<file path="src/rtl/button_conditioner_pkg.sv">
`default_nettype none
// ============================================================================
// Module   : button_conditioner_pkg
// Purpose  : Shared constants and the per-channel debounce state encoding
//            used by button_conditioner and debounce_channel.
// Ports    : none (package)
// Revision : 1.0 - initial release
// ============================================================================
package button_conditioner_pkg;

    localparam int CLK30_FREQ = 30000000;

    // Bit 1 of the encoding marks the "pressed" half of the state space.
    typedef enum logic [1:0] {
        REL_STABLE = 2'b00,
        REL_WAIT   = 2'b01,
        PRS_STABLE = 2'b10,
        PRS_WAIT   = 2'b11
    } chan_state_t;

endpackage : button_conditioner_pkg
`default_nettype wire

</file>
<file path="src/rtl/debounce_channel.sv">
`default_nettype none
// ============================================================================
// Module   : debounce_channel
// Purpose  : One button channel: two-flop synchroniser on an active-low pin,
//            a 4-state debounce FSM with stable-time counter, and registered
//            level / press-strobe / release-strobe outputs.
// Ports    : clk30         - system clock
//            rst_n         - asynchronous active-low reset
//            button        - raw active-low pin, asynchronous to clk30
//            pressed       - debounced level, 1 = held
//            press_pulse   - one-cycle strobe on an accepted press
//            release_pulse - one-cycle strobe on an accepted release
// Revision : 1.0 - initial release
// ============================================================================
module debounce_channel
    import button_conditioner_pkg::*;
#(
    parameter int DEBOUNCE_CYCLES = 4,
    parameter int CNT_W           = $clog2(DEBOUNCE_CYCLES + 1)
) (
    input  logic clk30,
    input  logic rst_n,
    input  logic button,
    output logic pressed,
    output logic press_pulse,
    output logic release_pulse
);

    localparam logic [CNT_W-1:0] CNT_TERM = CNT_W'(DEBOUNCE_CYCLES - 1);
    localparam logic [CNT_W-1:0] CNT_ONE  = CNT_W'(1);

    logic        sync_meta;
    logic        sync_n;
    logic        act;
    chan_state_t state;
    chan_state_t state_nx;
    logic [CNT_W-1:0] cnt;
    logic [CNT_W-1:0] cnt_nx;
    logic        press_nx;
    logic        release_nx;

    // Synchroniser resets to the released pin level so a button already
    // held at reset exit is treated as a fresh press.
    always_ff @(posedge clk30 or negedge rst_n) begin
        if (!rst_n) begin
            sync_meta <= 1'b1;
            sync_n    <= 1'b1;
        end else begin
            sync_meta <= button;
            sync_n    <= sync_meta;
        end
    end

    assign act = ~sync_n;

    always_ff @(posedge clk30 or negedge rst_n) begin
        if (!rst_n) begin
            state         <= REL_STABLE;
            cnt           <= '0;
            pressed       <= 1'b0;
            press_pulse   <= 1'b0;
            release_pulse <= 1'b0;
        end else begin
            state         <= state_nx;
            cnt           <= cnt_nx;
            pressed       <= (state_nx == PRS_STABLE) || (state_nx == PRS_WAIT);
            press_pulse   <= press_nx;
            release_pulse <= release_nx;
        end
    end

    // In the wait states the opposite level is tested before the terminal
    // count, so a bounce on the last cycle is still rejected.
    always_comb begin
        state_nx   = state;
        cnt_nx     = cnt;
        press_nx   = 1'b0;
        release_nx = 1'b0;
        case (state)
            REL_STABLE: begin
                cnt_nx = '0;
                if (act) begin
                    state_nx = REL_WAIT;
                    cnt_nx   = CNT_ONE;
                end
            end
            REL_WAIT: begin
                if (!act) begin
                    state_nx = REL_STABLE;
                    cnt_nx   = '0;
                end else if (cnt == CNT_TERM) begin
                    state_nx = PRS_STABLE;
                    cnt_nx   = '0;
                    press_nx = 1'b1;
                end else begin
                    cnt_nx = cnt + CNT_ONE;
                end
            end
            PRS_STABLE: begin
                cnt_nx = '0;
                if (!act) begin
                    state_nx = PRS_WAIT;
                    cnt_nx   = CNT_ONE;
                end
            end
            PRS_WAIT: begin
                if (act) begin
                    state_nx = PRS_STABLE;
                    cnt_nx   = '0;
                end else if (cnt == CNT_TERM) begin
                    state_nx   = REL_STABLE;
                    cnt_nx     = '0;
                    release_nx = 1'b1;
                end else begin
                    cnt_nx = cnt + CNT_ONE;
                end
            end
            default: begin
                state_nx = REL_STABLE;
                cnt_nx   = '0;
            end
        endcase
    end

endmodule : debounce_channel
`default_nettype wire

</file>
<file path="src/rtl/button_conditioner.sv">
`default_nettype none
// ============================================================================
// Module   : button_conditioner
// Purpose  : Synchronises and debounces NUM_BUTTONS raw active-low push
//            buttons independently, giving a clean active-high level and
//            one-cycle press / release strobes per button.
// Ports    : clk30         - system clock, the only clock
//            rst_n         - asynchronous active-low reset
//            button        - raw active-low pins [NUM_BUTTONS]
//            pressed       - debounced levels, 1 = held [NUM_BUTTONS]
//            press_pulse   - press strobes [NUM_BUTTONS]
//            release_pulse - release strobes [NUM_BUTTONS]
// Revision : 1.0 - initial release
// ============================================================================
module button_conditioner
    import button_conditioner_pkg::*;
#(
    parameter int CLK_FREQ    = CLK30_FREQ,
    parameter int DEBOUNCE_MS = 10,
    parameter int NUM_BUTTONS = 2
) (
    input  logic                   clk30,
    input  logic                   rst_n,
    input  logic [NUM_BUTTONS-1:0] button,
    output logic [NUM_BUTTONS-1:0] pressed,
    output logic [NUM_BUTTONS-1:0] press_pulse,
    output logic [NUM_BUTTONS-1:0] release_pulse
);

    // Must be at least 2 so the wait states have a distinct terminal count.
    localparam int DEBOUNCE_CYCLES = (CLK_FREQ / 1000) * DEBOUNCE_MS;
    localparam int CNT_W           = $clog2(DEBOUNCE_CYCLES + 1);

    genvar i;
    generate
        for (i = 0; i < NUM_BUTTONS; i++) begin : g_chan
            debounce_channel #(
                .DEBOUNCE_CYCLES (DEBOUNCE_CYCLES),
                .CNT_W           (CNT_W)
            ) u_chan (
                .clk30         (clk30),
                .rst_n         (rst_n),
                .button        (button[i]),
                .pressed       (pressed[i]),
                .press_pulse   (press_pulse[i]),
                .release_pulse (release_pulse[i])
            );
        end
    endgenerate

endmodule : button_conditioner
`default_nettype wire
</file>
<file path="config.mk">
export PLATFORM = sky130hd
export DESIGN_NAME = button_conditioner
export DESIGN_NICKNAME = d
export VERILOG_FILES = /design/src/rtl/button_conditioner_pkg.sv /design/src/rtl/debounce_channel.sv /design/src/rtl/button_conditioner.sv
export SDC_FILE = /design/constraint.sdc
export NUM_CORES = 1
export LEC_CHECK = 0
export BUFFER_PORTS_ARGS = -buffer_cell sky130_fd_sc_hd__buf_2
export CORE_ASPECT_RATIO = 0.7
export CORE_MARGIN = 5
export CORE_UTILIZATION = 50
export DETAILED_ROUTE_END_ITERATION = 8
export HOLD_SLACK_MARGIN = 0.15
export PLACE_DENSITY = 0.74
export SLEW_MARGIN = 5
export SYNTH_ARGS = -nofsm -noshare
export SYNTH_HDL_FRONTEND = slang
export SYNTH_HIERARCHICAL = 1
export SYNTH_SLANG_ARGS = --single-unit
</file>
<file path="constraint.sdc">
create_clock -name clk30 -period 2.1 [get_ports clk30]
set_input_delay 0.315 -clock clk30 [delete_from_list [all_inputs] [get_ports clk30]]
set_output_delay 0.315 -clock clk30 [all_outputs]
set_load 0.02 [all_outputs]
</file>
==> metrics.md <==
| Metric | Value |
|---|---|
| Status | completed |
| Syn-to-layout area delta | 11.43% |
| ANT cells | 0 |
| Synthesized instance count | 232 |
| Relative slew slack | 0.7293 |
| Setup crit start kind | flop |
| Vias per cell | 5.311 |
| Sw Share | 0.2264 |
| Drt pass-1 iters | 4 |
| Clock power frac | 0.401 |
| Nets | 258 |
| Tcrit/Tclk final | 0.8647 |
| Max-cap viol count | 0 |
| Commonest cells after routing, fill and taps aside | dfrtp_1 (46), nor2_1 (42), nand3_1 (22) |
| Initial antenna violation count | 0 |
| DIE AREA | 6479 um2 |
| Final setup viols | 0 |
| Slowest-stage cell, CP | or4_1 |
| CTS clk-pin slew, worst paths | about 100 ps |
| Reg-to-Reg End | g_chan[0].u_chan/cnt[12]$_DFF_PN0_ |
| Reg-to-Reg Start | g_chan[0].u_chan/cnt[0]$_DFF_PN0_ |
| Post-DP HPWL | between 3000 and 4000 um |
| Slew Limit Fails | 0 |
| Worst-case clock buffer depth | 2 |
| Critical path origin | g_chan[0].u_chan/cnt[0]$_DFF_PN0_ |
| Clock Skews | around 12 ps |
| PwrDens | 638.3 nW/um2 |
| Postcts setup bufs | 0 |
| Critical path depth in cells | 5 |
| CP Buf/Inv Count | 0 |
| Worst EP arrival | 2060 ps |
| Final setup TNS | 0 ps |
| RSZ-0062 raised after global routing | false |
| Vias in the first global route | 1,612 |
| Synthesized cell area | 2475 um2 |
| Reg2Reg Depth | 5 |
| CP peak stage delay | 540 ps |
| Total GRT Usage | 0.1640 |
| Logic pwr share | 0.038 |
| Sink Count | 50 |
| Root Driver | clkbuf_8 |
| Critical Path Sink | g_chan[0].u_chan/cnt[12]$_DFF_PN0_ |
| Initial Util | 0.5175 |
| Vias after detailed routing | 1,710 |
| # IOs | 10 |
| Critical Path RT | 2340 ps |
| Core box area | 4782 um2 |
| WS Path Type | flop to flop |
| Post-synthesis sequential area ratio | 0.5076 |
| DIE WIDTH | 94.09 um |
| Leading cell type in the layout, fill and taps excluded | dfrtp_1 |
| RD Place Congestion | 0.8388 |
| Least-Margin Pin Slew | 406.1 ps |
| Worst Hold Class | flop to flop |
| CTS Buf Count | 5 |
| Flop-to-flop setup slack | about 280 ps |
| Post-Route WL | between 4000 and 5000 um |
| Worst VDD drop | 467.3 uV |
| Psw | 0.3985 mW |
| Cell family with most CP delay | simple AND/OR/NAND/NOR gates |
| CTS Hold Buffers Added | 3 |
| Crit end category | flop |
| Achievable Freq | 0.5507 GHz |
| Vert. Die Dim | 68.86 um |
| Final hold vios | 0 |
| CTS tree | yes |
| Total grt overflow | 0 |
| Largest net degree at the start of global routing | 20 |
| Drt initial violations | 208 |
| Synth cell types | 27 |
| Clock Latency Late Sink | 310 ps |
| Leakage power | 1.168 nW |
| Num rows | 21 |
| Post-layout worst setup margin | 284.1 ps |
| Yosys warns | 6 |
| Max H-tree Level | 2 |
| Pint | around 1.4 mW |
| Syn avg cell area | 10.67 um2 |
| Largest fanout on the critical path | 7 |
| Post-route DRC | 0 |
| Port Buffer Count | 9 |
| Flop pwr share | 0.561 |
| Fillers | 406 |
| CTS resizes | 0 |
| Global-route wire length before repair | approximately 8000 um |
| Pre-CTS setup slack | 321.8 ps |
| Overall Power | 1.760 mW |
| Yosys reg bits | 50 |
| Layout cells sized above 1 | 0.1581 |
| Wire per inst | 13.76 um |
| Crit path cell chain | ha_1 > nand4_2 > or4_1 > xor2_1 > nor2_1 |
| Crit path time final | 1816 ps |
| Antenna Nets Post-Route | 0 |
| Mapped Nets | 238 |
## how the worst min path moves through the flow
stage                                        end  cells after the start  slack, ps                                  from
2_1_floorplan  g_chan[0].u_chan/cnt[0]$_DFF_PN0_                      0         20                                 rst_n
3_3_place_gp   g_chan[0].u_chan/cnt[3]$_DFF_PN0_                      1        270                                 rst_n
3_5_place_dp   g_chan[0].u_chan/cnt[0]$_DFF_PN0_                      1        270                                 rst_n
4_1_cts        g_chan[1].u_chan/sync_n$_DFF_PN1_                      0        360  g_chan[1].u_chan/sync_meta$_DFF_PN1_
5_1_grt        g_chan[0].u_chan/sync_n$_DFF_PN1_                      0        370  g_chan[0].u_chan/sync_meta$_DFF_PN1_
6_report       g_chan[0].u_chan/sync_n$_DFF_PN1_                      0        360  g_chan[0].u_chan/sync_meta$_DFF_PN1_
## kinds of logic (layout without fill, tap and decap cells)
logic type	Yosys count	in the layout	share of synthesized area
AOI/OAI and AO/OA	10	10	0.03539
xor gates and xnor gates	32	32	0.1132
adders and majority gates	2	2	0.01011
buffers and inverters	16	37	0.03943
DFF	50	50	0.5076
muxes	4	4	0.01618
and+or+nand+nor	118	118	0.2781
## power by group through the flow
stage	sequential [mW]	clock [mW]	combinational (mW)
global route	0.991	0.776	0.0765
finish	0.988	0.705	0.0666
CTS	0.988	0.727	0.0687
detailed placement	1.01	0	0.0641
global placement	1.01	0	0.0633
floorplan	1.00	0	0.0295
## layer usage
metal / up-vias / track usage / routed length, um
met3: 6 / 0.03579 / 272
met2: 43 / 0.2042 / 1679
li1: 855 / - / -
met4: 0 / 0.07027 / 59
met1: 806 / 0.2638 / 2419
met5: - / 0 / 0
## state kept, by name, summed over array words and instances, names as in the netlist
register	flops
g_chan.u_chan/state	4
g_chan.u_chan/sync_n	2
g_chan.u_chan/sync_meta	2
g_chan.u_chan/cnt	38
g_chan.u_chan/press_pulse	2
g_chan.u_chan/release_pulse	2
## worst reg2reg max path, delay by kind of cell (launching register included)
family / cells / cell delay (ps)
XOR/XNOR: 1 / 150
adder cells (fa/ha/maj): 1 / 270
AND/OR/NAND/NOR: 3 / 870
flip-flops: 1 / 460
## cell type report
type                       count  area, um2  area share
clock buffer                   5      68.82     0.02495
clock inverter                 3      47.55     0.01724
inverter                      10      37.54     0.01361
multi-input combinational    166       1121      0.4065
sequential                    50       1256      0.4555
tap                           69      86.33     0.03131
timing repair buffer          19      140.1     0.05082
## metrics by stage
step | hold slack [ps] | utilization | cell area [um2] | std cells
finish | 364.6 | 0.5767 | 2758 | 322
global route | 367.3 | 0.5767 | 2758 | 322
CTS | 363.9 | 0.5767 | 2758 | 322
detailed placement | 267.0 | 0.5460 | 2611 | 311
global placement | 265.6 | 0.5460 | 2611 | 311
floorplan | 19.41 | - | 2475 | 232
## synthesized netlist by cell type
cell type / number / area share
xor2_1: 18 / 0.064
a21oi_1: 2 / 0.0040
o31ai_4: 2 / 0.017
nand4_2: 6 / 0.030
mux2i_1: 4 / 0.016
buf_4: 2 / 0.0061
nand3_1: 22 / 0.044
a211oi_1: 2 / 0.0061
nor4_4: 2 / 0.017
nor3_1: 4 / 0.0081
dfstp_2: 4 / 0.042
o21ai_0: 4 / 0.0081
inv_1: 10 / 0.015
or4_1: 2 / 0.0061
buf_6: 4 / 0.018
and3_1: 6 / 0.015
and4_1: 4 / 0.014
nand4_1: 8 / 0.020
dfrtp_1: 46 / 0.47
nor2_1: 42 / 0.064
ha_1: 2 / 0.010
xnor2_1: 14 / 0.050
and4bb_2: 2 / 0.010
or3_1: 4 / 0.010
nor4_1: 8 / 0.020
nor3b_1: 4 / 0.012
nand2_1: 4 / 0.0061
Note: power is estimated with default switching activity, not from simulation.
